[src/rtl/clock_meter_pkg.sv]
// Shared types and default constants for the clock period meter.
package clock_meter_pkg;

  localparam int          DEF_CNT_W       = 32;
  localparam logic [31:0] DEF_TIMEOUT     = 32'd50_000_000;
  localparam int          DEF_SYNC_STAGES = 2;

  typedef enum logic [2:0] {
    IDLE,
    ARM,
    MEAS_HIGH,
    MEAS_LOW,
    DONE
  } state_t;

endpackage

[src/rtl/clock_period_meter_if.sv]
// Request/result bundle of the clock period meter; slave is the meter side.
interface clock_period_meter_if #(
  parameter int CNT_W = clock_meter_pkg::DEF_CNT_W
);

  logic             istart;
  logic             obusy;
  logic             ovalid;
  logic             otimeout;
  logic [CNT_W-1:0] ohigh;
  logic [CNT_W-1:0] operiod;

  modport master (
    output istart,
    input  obusy, ovalid, otimeout, ohigh, operiod
  );

  modport slave (
    input  istart,
    output obusy, ovalid, otimeout, ohigh, operiod
  );

endinterface

[src/rtl/sig_sync_edge.sv]
// Synchronises an asynchronous level into iclk and emits single-cycle rise/fall strobes.
module sig_sync_edge #(
  parameter int SYNC_STAGES = clock_meter_pkg::DEF_SYNC_STAGES
) (
  input  logic iclk,
  input  logic ireset,
  input  logic isig,
  output logic rise,
  output logic fall
);

  logic [SYNC_STAGES-1:0] sync_q;
  logic                   prev_q;

  // NOTE: sequential state uses non-blocking assignments so every flop samples pre-edge values.
  always_ff @(posedge iclk) begin
    if (ireset) begin
      sync_q <= '0;
      prev_q <= 1'b0;
    end else begin
      sync_q <= {sync_q[SYNC_STAGES-2:0], isig};
      prev_q <= sync_q[SYNC_STAGES-1];
    end
  end

  assign rise = sync_q[SYNC_STAGES-1] & ~prev_q;
  assign fall = ~sync_q[SYNC_STAGES-1] & prev_q;

endmodule

[src/rtl/clock_period_meter.sv]
// Measures high-phase width and period of a slow clock in iclk cycles.
// Define CLOCK_METER_CONTINUOUS_EN to post a result every isig period after one istart.
module clock_period_meter
  import clock_meter_pkg::*;
#(
  parameter int          CNT_W       = DEF_CNT_W,
  parameter logic [31:0] TIMEOUT     = DEF_TIMEOUT,
  parameter int          SYNC_STAGES = DEF_SYNC_STAGES
) (
  input  logic                 iclk,
  input  logic                 ireset,
  input  logic                 isig,
  clock_period_meter_if.slave  bus
);

  localparam logic [CNT_W-1:0] CNT_MAX = '1;
  localparam logic [CNT_W-1:0] CNT_ONE = CNT_W'(1);

  state_t           state_q, state_d;
  logic [CNT_W-1:0] cnt_q, cnt_d;
  logic [CNT_W-1:0] high_q, high_d;
  logic [CNT_W-1:0] ohigh_q, ohigh_d;
  logic [CNT_W-1:0] operiod_q, operiod_d;
  logic             otimeout_q, otimeout_d;
  logic [31:0]      tmo_q, tmo_d;

  logic             rise, fall, edge_seen, tmo_hit;
  logic [CNT_W-1:0] cnt_inc, period_sat;
  logic [CNT_W:0]   period_sum;

  sig_sync_edge #(.SYNC_STAGES(SYNC_STAGES)) u_sync (
    .iclk   (iclk),
    .ireset (ireset),
    .isig   (isig),
    .rise   (rise),
    .fall   (fall)
  );

  // Any strobe restarts the timeout window, so an edge always beats the terminal count.
  assign edge_seen  = rise | fall;
  assign tmo_hit    = (tmo_q == TIMEOUT - 32'd1) && !edge_seen;
  assign cnt_inc    = (cnt_q == CNT_MAX) ? cnt_q : cnt_q + CNT_ONE;
  assign period_sum = {1'b0, high_q} + {1'b0, cnt_q};
  assign period_sat = period_sum[CNT_W] ? CNT_MAX : period_sum[CNT_W-1:0];

  always_ff @(posedge iclk) begin
    if (ireset) begin
      state_q    <= IDLE;
      cnt_q      <= '0;
      high_q     <= '0;
      ohigh_q    <= '0;
      operiod_q  <= '0;
      otimeout_q <= 1'b0;
      tmo_q      <= '0;
    end else begin
      state_q    <= state_d;
      cnt_q      <= cnt_d;
      high_q     <= high_d;
      ohigh_q    <= ohigh_d;
      operiod_q  <= operiod_d;
      otimeout_q <= otimeout_d;
      tmo_q      <= tmo_d;
    end
  end

  // NOTE: every always_comb output is defaulted first so no path can infer a latch.
  always_comb begin
    state_d    = state_q;
    cnt_d      = cnt_q;
    high_d     = high_q;
    ohigh_d    = ohigh_q;
    operiod_d  = operiod_q;
    otimeout_d = otimeout_q;
    tmo_d      = tmo_q;

    if (state_q == ARM || state_q == MEAS_HIGH || state_q == MEAS_LOW) begin
      tmo_d = edge_seen ? '0 : tmo_q + 32'd1;
    end

    case (state_q)
      IDLE: begin
        if (bus.istart) begin
          state_d    = ARM;
          otimeout_d = 1'b0;
          tmo_d      = '0;
        end
      end

      ARM: begin
        if (rise) begin
          state_d = MEAS_HIGH;
          cnt_d   = CNT_ONE;
        end else if (tmo_hit) begin
          state_d    = DONE;
          ohigh_d    = '0;
          operiod_d  = '0;
          otimeout_d = 1'b1;
        end
      end

      MEAS_HIGH: begin
        cnt_d = cnt_inc;
        if (fall) begin
          high_d  = cnt_q;
          cnt_d   = CNT_ONE;
          state_d = MEAS_LOW;
        end else if (tmo_hit) begin
          state_d    = DONE;
          ohigh_d    = '0;
          operiod_d  = '0;
          otimeout_d = 1'b1;
        end
      end

      MEAS_LOW: begin
        cnt_d = cnt_inc;
        if (rise) begin
          ohigh_d    = high_q;
          operiod_d  = period_sat;
          otimeout_d = 1'b0;
          cnt_d      = CNT_ONE;
          state_d    = DONE;
        end else if (tmo_hit) begin
          state_d    = DONE;
          ohigh_d    = '0;
          operiod_d  = '0;
          otimeout_d = 1'b1;
        end
      end

      DONE: begin
`ifdef CLOCK_METER_CONTINUOUS_EN
        // The closing rise opens the next period; cnt keeps counting through this cycle.
        if (otimeout_q) begin
          state_d = ARM;
          tmo_d   = '0;
        end else begin
          state_d = MEAS_HIGH;
          cnt_d   = cnt_inc;
          tmo_d   = fall ? '0 : tmo_q + 32'd1;
          if (fall) begin
            high_d  = cnt_q;
            cnt_d   = CNT_ONE;
            state_d = MEAS_LOW;
          end
        end
`else
        state_d = IDLE;
`endif
      end

      default: state_d = IDLE;
    endcase
  end

`ifdef CLOCK_METER_CONTINUOUS_EN
  assign bus.obusy = (state_q != IDLE);
`else
  assign bus.obusy = (state_q == ARM) || (state_q == MEAS_HIGH) || (state_q == MEAS_LOW);
`endif
  assign bus.ovalid   = (state_q == DONE);
  assign bus.otimeout = otimeout_q;
  assign bus.ohigh    = ohigh_q;
  assign bus.operiod  = operiod_q;

endmodule
[src/flat_wrapper.sv]
// flat-port wrapper written by rule: the top's interface ports become plain ports
module clock_period_meter_flat import clock_meter_pkg::*;
#(
  parameter int          CNT_W       = DEF_CNT_W,
  parameter logic [31:0] TIMEOUT     = DEF_TIMEOUT,
  parameter int          SYNC_STAGES = DEF_SYNC_STAGES
)
  (iclk, ireset, isig, bus_istart, bus_obusy, bus_ovalid, bus_otimeout, bus_ohigh, bus_operiod);
  clock_period_meter_if #(.CNT_W(CNT_W)) bus_i ();
  input  logic iclk;
  input  logic ireset;
  input  logic isig;
  input wire logic [$bits(bus_i.istart)-1:0] bus_istart;
  output wire logic [$bits(bus_i.obusy)-1:0] bus_obusy;
  output wire logic [$bits(bus_i.ovalid)-1:0] bus_ovalid;
  output wire logic [$bits(bus_i.otimeout)-1:0] bus_otimeout;
  output wire logic [$bits(bus_i.ohigh)-1:0] bus_ohigh;
  output wire logic [$bits(bus_i.operiod)-1:0] bus_operiod;
  assign bus_i.istart = bus_istart;
  assign bus_obusy = bus_i.obusy;
  assign bus_ovalid = bus_i.ovalid;
  assign bus_otimeout = bus_i.otimeout;
  assign bus_ohigh = bus_i.ohigh;
  assign bus_operiod = bus_i.operiod;
  clock_period_meter #(.CNT_W(CNT_W), .TIMEOUT(TIMEOUT), .SYNC_STAGES(SYNC_STAGES)) u_core (.iclk(iclk), .ireset(ireset), .isig(isig), .bus(bus_i));
endmodule
[config.mk]
export PLATFORM = sky130hd
export DESIGN_NAME = clock_period_meter_flat
export DESIGN_NICKNAME = d
export VERILOG_FILES = /design/src/rtl/clock_meter_pkg.sv /design/src/rtl/clock_period_meter_if.sv /design/src/rtl/sig_sync_edge.sv /design/src/rtl/clock_period_meter.sv /design/src/flat_wrapper.sv
export SDC_FILE = /design/constraint.sdc
export NUM_CORES = 1
export LEC_CHECK = 0
export BUFFER_PORTS_ARGS = -buffer_cell sky130_fd_sc_hd__buf_2
export CORE_UTILIZATION = 60
export CTS_BUF_LIST = sky130_fd_sc_hd__clkbuf_4
export DETAILED_ROUTE_END_ITERATION = 7
export PLACE_DENSITY = 0.83
export RECOVER_POWER = 50
export SYNTH_ARGS = -nofsm -noshare
export SYNTH_HDL_FRONTEND = slang
export SYNTH_SLANG_ARGS = --single-unit
export TNS_END_PERCENT = 50
[constraint.sdc]
create_clock -name iclk -period 4.23 [get_ports iclk]
set_input_delay 1.269 -clock iclk [delete_from_list [all_inputs] [get_ports iclk]]
set_output_delay 1.269 -clock iclk [all_outputs]
set_load 0.01 [all_outputs]
==> metrics.txt, run 1 <==
status complete, but fails checks; failing checks max-capacitance violations, max-slew violations; Clock Sink Count 167; vias in the first global route 6874; HP Class register to register; area used by multi-input combinational logic 0.00472 mm²; PnR Total Power 2.62 mW; fin util 66.8%; I/O Buffers 70; asr flop ratio synth 0%; RSZ-0062 raised after global routing false; total number of vias 7504; Reg clk slew, reported paths 0.13 ns; setup_tns 0 ns; Worst Reg-to-Reg Cells 10; Post-synth EDFFs 0; Synth Flop Type dfxtp_1; DP HPWL 13700 µm; CTS H-tree lvls 4; final setup margin 0.817 ns; Die ar. 0.0144 mm²; Initial Utilization 62.1%; Routed WL per cell 15.5 µm; Worst Path Required 4.72 ns; synthesized flop and latch total 167; CP Data Arrival Time 3.91 ns; filler cell count 1193; Hold Violations, Final 0; DRT Wirelength 19500 µm; first-pass GRT wire length 32300 µm; Final min period 3.41 ns; Pleak 3.47 nW; Finished Layout Cells 1256; post-route clock skew 0.0201 ns; Max FO, Critical Path 7; gr ovfl total 0; core footprint 0.0134 mm²; vias per std cell 5.97; largest net degree at the start of global routing 51; Peak VDD IR 0.000348 V; CTS buffer count 17; detailed-router iteration count before antenna repair 5; post-synthesis sequential area ratio 40.1%; Max Cap Viol 2; commonest non-fill, non-tap cell in the layout dfxtp_1; Syn Area/Cell 8.16 µm²; slew of the pin with the lowest slew margin 2.11 ns; Fmax 293 MHz; CTS tree yes; Post-Syn Instances 1021; Final Max Tran Viols 66; Total GRT Usage 27.8%; drc violations 0; die height 120 µm; Worst-Skew Late Latency 0.59 ns; commonest non-fill, non-tap cells in the layout dfxtp_1 (167), nand2_1 (162), nor2_1 (121); area grow syn2layout 7.48%; pre-CTS setup slack 0.934 ns; DRT antenna net count 0; CP endpoint kind register; Nets 1108; CP Launch Type register; Hold Path Stages 2; CTS resizes 0; share of layout cells above drive strength 1 6.20%; ant diodes 0; FF+latch area 0.00334 mm²; Final Cycle Share 80.7%; Hold WS 0.446 ns; maximum clock path buffer count 2; post-route cell area 0.00895 mm²; CTS Hold Bufs 0; Power Density 292 mW/mm²; number of cells after detailed placement 1224; Worst slew margin -40.6%; Final GP Congestion 0.942; Die X 120 µm; antenna violations before repair 0; Synth Warn # 0; postcts setup bufs 0; DP Area 0.00875 mm²; Syn Nets 1062; # rows 42; DR iter-0 viols 684; I/O Pins 71; Post-Syn Area 0.00833 mm²; synth unique cells 73; # setup viols final 0; clock root cell clkbuf_4; critical path type register to register
==> layout make-up <==
cell class	count	area share, %
Inverter	14	0.587
Sequential cell	167	37.3
Clock buffer	19	1.59
Tap cell	176	2.46
Clock inverter	13	1.75
Timing Repair Buffer	76	3.51
Multi-Input combinational cell	791	52.8
==> critical path, stage by stage, from the launching register on <==
cell	delay, ns
dfxtp_1	0.50
ha_1	0.28
nand2_1	0.07
or2_2	0.32
nor4_1	1.04
a21oi_1	0.48
nand2b_1	0.32
nor2_1	0.06
nor2_1	0.08
o21ai_0	0.08
o41ai_1	0.10
==> layer usage <==
| metal | global-route usage, % | routed length (µm) | share of wire (%) |
|---|---|---|---|
| met1 | 36.6 | 8800 | 45 |
| met2 | 44.6 | 8960 | 46 |
| met3 | 5.18 | 1230 | 6.3 |
| met4 | 12.0 | 542 | 2.8 |
| met5 | 0 | 0 | 0 |
==> Yosys cell counts, types with 3 or more instances <==
| master | count | area, µm² |
|---|---|---|
| nor3_1 | 11 | 55.1 |
| and3_1 | 17 | 106 |
| nand2b_1 | 10 | 62.6 |
| nor4_1 | 3 | 18.8 |
| a41oi_1 | 3 | 26.3 |
| o21ai_0 | 67 | 335 |
| xor2_1 | 45 | 394 |
| nand3_1 | 28 | 140 |
| a311oi_1 | 3 | 26.3 |
| o21a_1 | 6 | 45.0 |
| o41ai_1 | 4 | 35.0 |
| dfxtp_1 | 167 | 3340 |
| or3_1 | 7 | 43.8 |
| o21ai_1 | 3 | 15.0 |
| a22oi_1 | 40 | 300 |
| a21oi_1 | 78 | 390 |
| and2_1 | 7 | 43.8 |
| nor2_1 | 123 | 462 |
| nand2_1 | 162 | 608 |
| clkbuf_1 | 36 | 135 |
| xnor2_1 | 20 | 175 |
| nand4_1 | 22 | 138 |
| nor2b_1 | 5 | 31.3 |
| and4_1 | 5 | 43.8 |
| a21o_1 | 13 | 97.6 |
| a31oi_1 | 7 | 43.8 |
| inv_1 | 14 | 52.6 |
| buf_2 | 10 | 50.1 |
| or2_2 | 6 | 37.5 |
| ha_1 | 36 | 450 |
| o21bai_1 | 3 | 22.5 |
| o31ai_1 | 3 | 22.5 |
| a211oi_1 | 7 | 52.6 |
==> where the power goes <==
part	internal, mW	switching, mW	leakage (nW)
Clock	0.418	0.549	0.152
Sequential	1.58	0.00705	1.35
Combinational	0.0159	0.0506	1.98
Total	2.01	0.606	3.47
==> state kept, by name, indices dropped and copies added (netlist names) <==
name / count
u_core.u_sync.sync_q: 2
u_core.bus.otimeout: 1
u_core.u_sync.prev_q: 1
u_core.bus.ohigh: 32
u_core.bus.operiod: 32
u_core.high_q: 32
u_core.cnt_q: 32
u_core.tmo_q: 32
u_core.state_q: 3
==> final timing paths <==
check,slack (ns),start,endpoint
setup / recovery,0.82,u_core.cnt_q[1]$_SDFFE_PP0P_,u_core.cnt_q[13]$_SDFFE_PP0P_
hold / removal,0.45,u_core.bus.operiod[28]$_SDFFE_PP0P_,u_core.bus.operiod[28]$_SDFFE_PP0P_
setup reg to reg,0.82,u_core.cnt_q[1]$_SDFFE_PP0P_,u_core.cnt_q[13]$_SDFFE_PP0P_
hold reg to reg,0.45,u_core.bus.operiod[28]$_SDFFE_PP0P_,u_core.bus.operiod[28]$_SDFFE_PP0P_
==> logic make-up (layout without fill, tap and decap cells) <==
group,Yosys count,count (layout),synth area share (%)
DFF,167,167,40.1
muxes,4,4,0.511
buffers and inverters,63,122,3.13
and+or+nand+nor,418,418,22.9
adders and majority gates,37,37,5.65
xor gates and xnor gates,65,65,6.84
AOI/OAI and AO/OA,267,267,20.9
Power figures use the tool's default switching activity.
==> run 2: changes to the inputs <==
--- a/config.mk
+++ b/config.mk
@@ -6,10 +6,10 @@
 export NUM_CORES = 1
 export LEC_CHECK = 0
 export BUFFER_PORTS_ARGS = -buffer_cell sky130_fd_sc_hd__buf_2
-export CORE_UTILIZATION = 60
+export CORE_UTILIZATION = 56
 export CTS_BUF_LIST = sky130_fd_sc_hd__clkbuf_4
 export DETAILED_ROUTE_END_ITERATION = 7
-export PLACE_DENSITY = 0.83
+export PLACE_DENSITY = 0.81
 export RECOVER_POWER = 50
 export SYNTH_ARGS = -nofsm -noshare
 export SYNTH_HDL_FRONTEND = slang
==> constraint.sdc (replaced) <==
create_clock -name iclk -period 2.95 [get_ports iclk]
set_input_delay 0.885 -clock iclk [delete_from_list [all_inputs] [get_ports iclk]]
set_output_delay 0.885 -clock iclk [all_outputs]
set_load 0.01 [all_outputs]
==> metrics.txt, run 2 (synthesis gave the netlist of run 1 again) <==
I/O Buffers 70 (unchanged); commonest non-fill, non-tap cells in the layout dfxtp_1 (167), nand2_1 (162), nor2_1 (120) (was dfxtp_1 (167), nand2_1 (162), nor2_1 (121)); postcts setup bufs 0 (unchanged); vias in the first global route 6584 (was 6874); Initial Utilization 57.3% (was 62.1%); I/O Pins 71 (unchanged); Total GRT Usage 26.0% (was 27.8%); Fmax 353 MHz (was 293 MHz); CP endpoint kind register (unchanged); Hold Path Stages 2 (unchanged); maximum clock path buffer count 2 (unchanged); Clk network pwr share 35.5% (was 36.9%); Worst slew margin 11.8% (was -40.6%); # setup viols final 0 (unchanged); combinational fraction of design power 2.9% (was 2.5%); Final Cycle Share 96.2% (was 80.7%); share of layout cells above drive strength 1 10.1% (was 6.20%); WP depth 12 (was 10); first-pass GRT wire length 31200 µm (was 32300 µm); CTS Hold Bufs 0 (unchanged); Routed WL per cell 15.2 µm (was 15.5 µm); Reg2Reg Setup Slack 0.11 ns (was 0.82 ns); Final Max Tran Viols 0 (was 66); commonest non-fill, non-tap cell in the layout dfxtp_1 (unchanged); Max Cap Viol 0 (was 2); Final min period 2.84 ns (was 3.41 ns); status completed (was complete, but fails checks); Reg clk slew, reported paths 0.13 ns (about the same); Hold WS 0.445 ns (was 0.446 ns); Pleak 3.70 nW (was 3.47 nW); Die ar. 0.0154 mm² (was 0.0144 mm²); CP Launch Type register (unchanged); worst path bufs/invs 1 (was 0); fin util 63.9% (was 66.8%); total number of vias 7579 (was 7504); Worst Path Required 3.43 ns (was 4.72 ns); R2R Path Start u_core.high_q[0]$_SDFFE_PP0P_ (was u_core.cnt_q[1]$_SDFFE_PP0P_); DR iter-0 viols 495 (was 684); die height 124 µm (was 120 µm); CP peak stage delay 0.35 ns (was 1.04 ns); CTS buffer count 17 (unchanged); pre-CTS setup slack -0.0150 ns (was 0.934 ns); vias per std cell 5.83 (was 5.97); Worst Reg-to-Reg Cells 12 (was 10); Sw Pwr 0.878 mW (was 0.606 mW); antenna violations before repair 0 (unchanged); gr ovfl total 0 (unchanged); Die X 124 µm (was 120 µm); Final GP Congestion 0.916 (was 0.942); CP Data Arrival Time 3.32 ns (was 3.91 ns); Worst-Skew Late Latency 0.59 ns (about the same); core footprint 0.0145 mm² (was 0.0134 mm²); Max FO, Critical Path 17 (was 7); Hold EP u_core.bus.operiod[15]$_SDFFE_PP0P_ (was u_core.bus.operiod[28]$_SDFFE_PP0P_); setup_tns 0 ns (unchanged); Reg power frac 61.6% (was 60.5%); hold path start u_core.bus.operiod[15]$_SDFFE_PP0P_ (was u_core.bus.operiod[28]$_SDFFE_PP0P_); clock root cell clkbuf_4 (unchanged); CTS H-tree lvls 4 (unchanged); DRT Wirelength 19800 µm (was 19500 µm); drc violations 0 (unchanged); Hold Violations, Final 0 (unchanged); reg-to-reg endpoint u_core.bus.operiod[14]$_SDFFE_PP0P_ (was u_core.cnt_q[13]$_SDFFE_PP0P_); slowest CP cell fa_2 (was nor4_1); Power Density 397 mW/mm² (was 292 mW/mm²); number of cells after detailed placement 1266 (was 1224); Clock Sink Count 167 (unchanged); HP Class register to register (unchanged); final setup margin 0.113 ns (was 0.817 ns); # rows 44 (was 42); Peak VDD IR 0.000354 V (was 0.000348 V); critical path type register to register (unchanged); largest net degree at the start of global routing 34 (was 51); Int Pwr 2.81 mW (was 2.01 mW); filler cell count 1306 (was 1193); DRT antenna net count 0 (unchanged); slew of the pin with the lowest slew margin 1.32 ns (was 2.11 ns); area grow syn2layout 11.6% (was 7.48%); switching part of the total power 23.8% (was 23.2%); CTS tree yes (unchanged); Finished Layout Cells 1299 (was 1256); detailed-router iteration count before antenna repair 5 (unchanged); post-route clock skew 0.0195 ns (was 0.0201 ns); worst path cell trace ha_1 > fa_2 > a211o_1 > a211oi_2 > o31ai_2 > a21oi_4 > o41ai_4 > a21o_1 > a21o_4 > buf_12 > o21ai_0 > nand2_1 (was ha_1 > nand2_1 > or2_2 > nor4_1 > a21oi_1 > nand2b_1 > nor2_1 > nor2_1 > o21ai_0 > o41ai_1); DP HPWL 14300 µm (was 13700 µm); crit-path leading delay family compound AO/OA/AOI/OAI gates (was simple AND/OR/NAND/NOR gates); Nets 1142 (was 1108)
## run 2: cell count changes in the layout (fill, tap and decap cells not counted), moves of 3 or more
cell,change
buf_4,+29
buf_12,+3
o21ai_1,+3
o21ai_0,-4
## run 2: power by group through the flow
stage | clock [mW] | sequential (mW) | combinational [mW]
floorplan | 0 | 2.32 | 0.0743
global placement | 0 | 2.32 | 0.109
detailed placement | 0 | 2.32 | 0.109
CTS | 1.34 | 2.27 | 0.109
global route | 1.44 | 2.27 | 0.114
finish | 1.31 | 2.27 | 0.106
## run 2: worst max path at each step
stage	startpoint	endpoint	slack, ns
CTS	u_core.high_q[0]$_SDFFE_PP0P_	u_core.bus.operiod[26]$_SDFFE_PP0P_	0.01
detailed placement	u_core.high_q[0]$_SDFFE_PP0P_	u_core.bus.operiod[20]$_SDFFE_PP0P_	-0.01
global route	u_core.high_q[7]$_SDFFE_PP0P_	u_core.bus.operiod[8]$_SDFFE_PP0P_	-0.004
global placement	u_core.high_q[0]$_SDFFE_PP0P_	u_core.bus.operiod[26]$_SDFFE_PP0P_	0.03
floorplan	u_core.cnt_q[0]$_SDFFE_PP0P_	u_core.bus.operiod[26]$_SDFFE_PP0P_	0.03
finish	u_core.high_q[0]$_SDFFE_PP0P_	u_core.bus.operiod[14]$_SDFFE_PP0P_	0.11
## run 2: worst min-delay path, stage by stage, from the launching register on
cell and delay (ns):
dfxtp_1 0.33, nand2_1 0.05, nand2_1 0.04
## run 2: per-stage QoR
step	power [mW]	cell area [µm²]
floorplan	2.39	8330
global placement	2.43	9070
detailed placement	2.43	9070
CTS	3.72	9340
global route	3.83	9290
finish	3.68	9290
## run 2: layout make-up
cell class              instances  area [µm²]  area share [%]
diodes                          1        2.50          0.0269
inverters                      14        52.6           0.566
clock buffers                  19         143            1.54
well taps                     184         230            2.48
repair buffers                110         601            6.46
multi-input cells             791        4790            51.5
clock inverters                13         130            1.40
flip-flops and latches        167        3340            36.0
## run 2: metal layers
metal	part of all wire [%]	vias up	GRT usage, %
met5	0	-	0
met4	2.1	0	9.82
met3	6.3	38	4.53
met2	46	251	41.7
met1	46	3511	34.9
li1	-	3779	-
## run 2: repair_timing
action,4_1_cts,5_1_grt
pin swaps,5,3
setup endpoints to repair,4,30
gates resized for setup,1,15
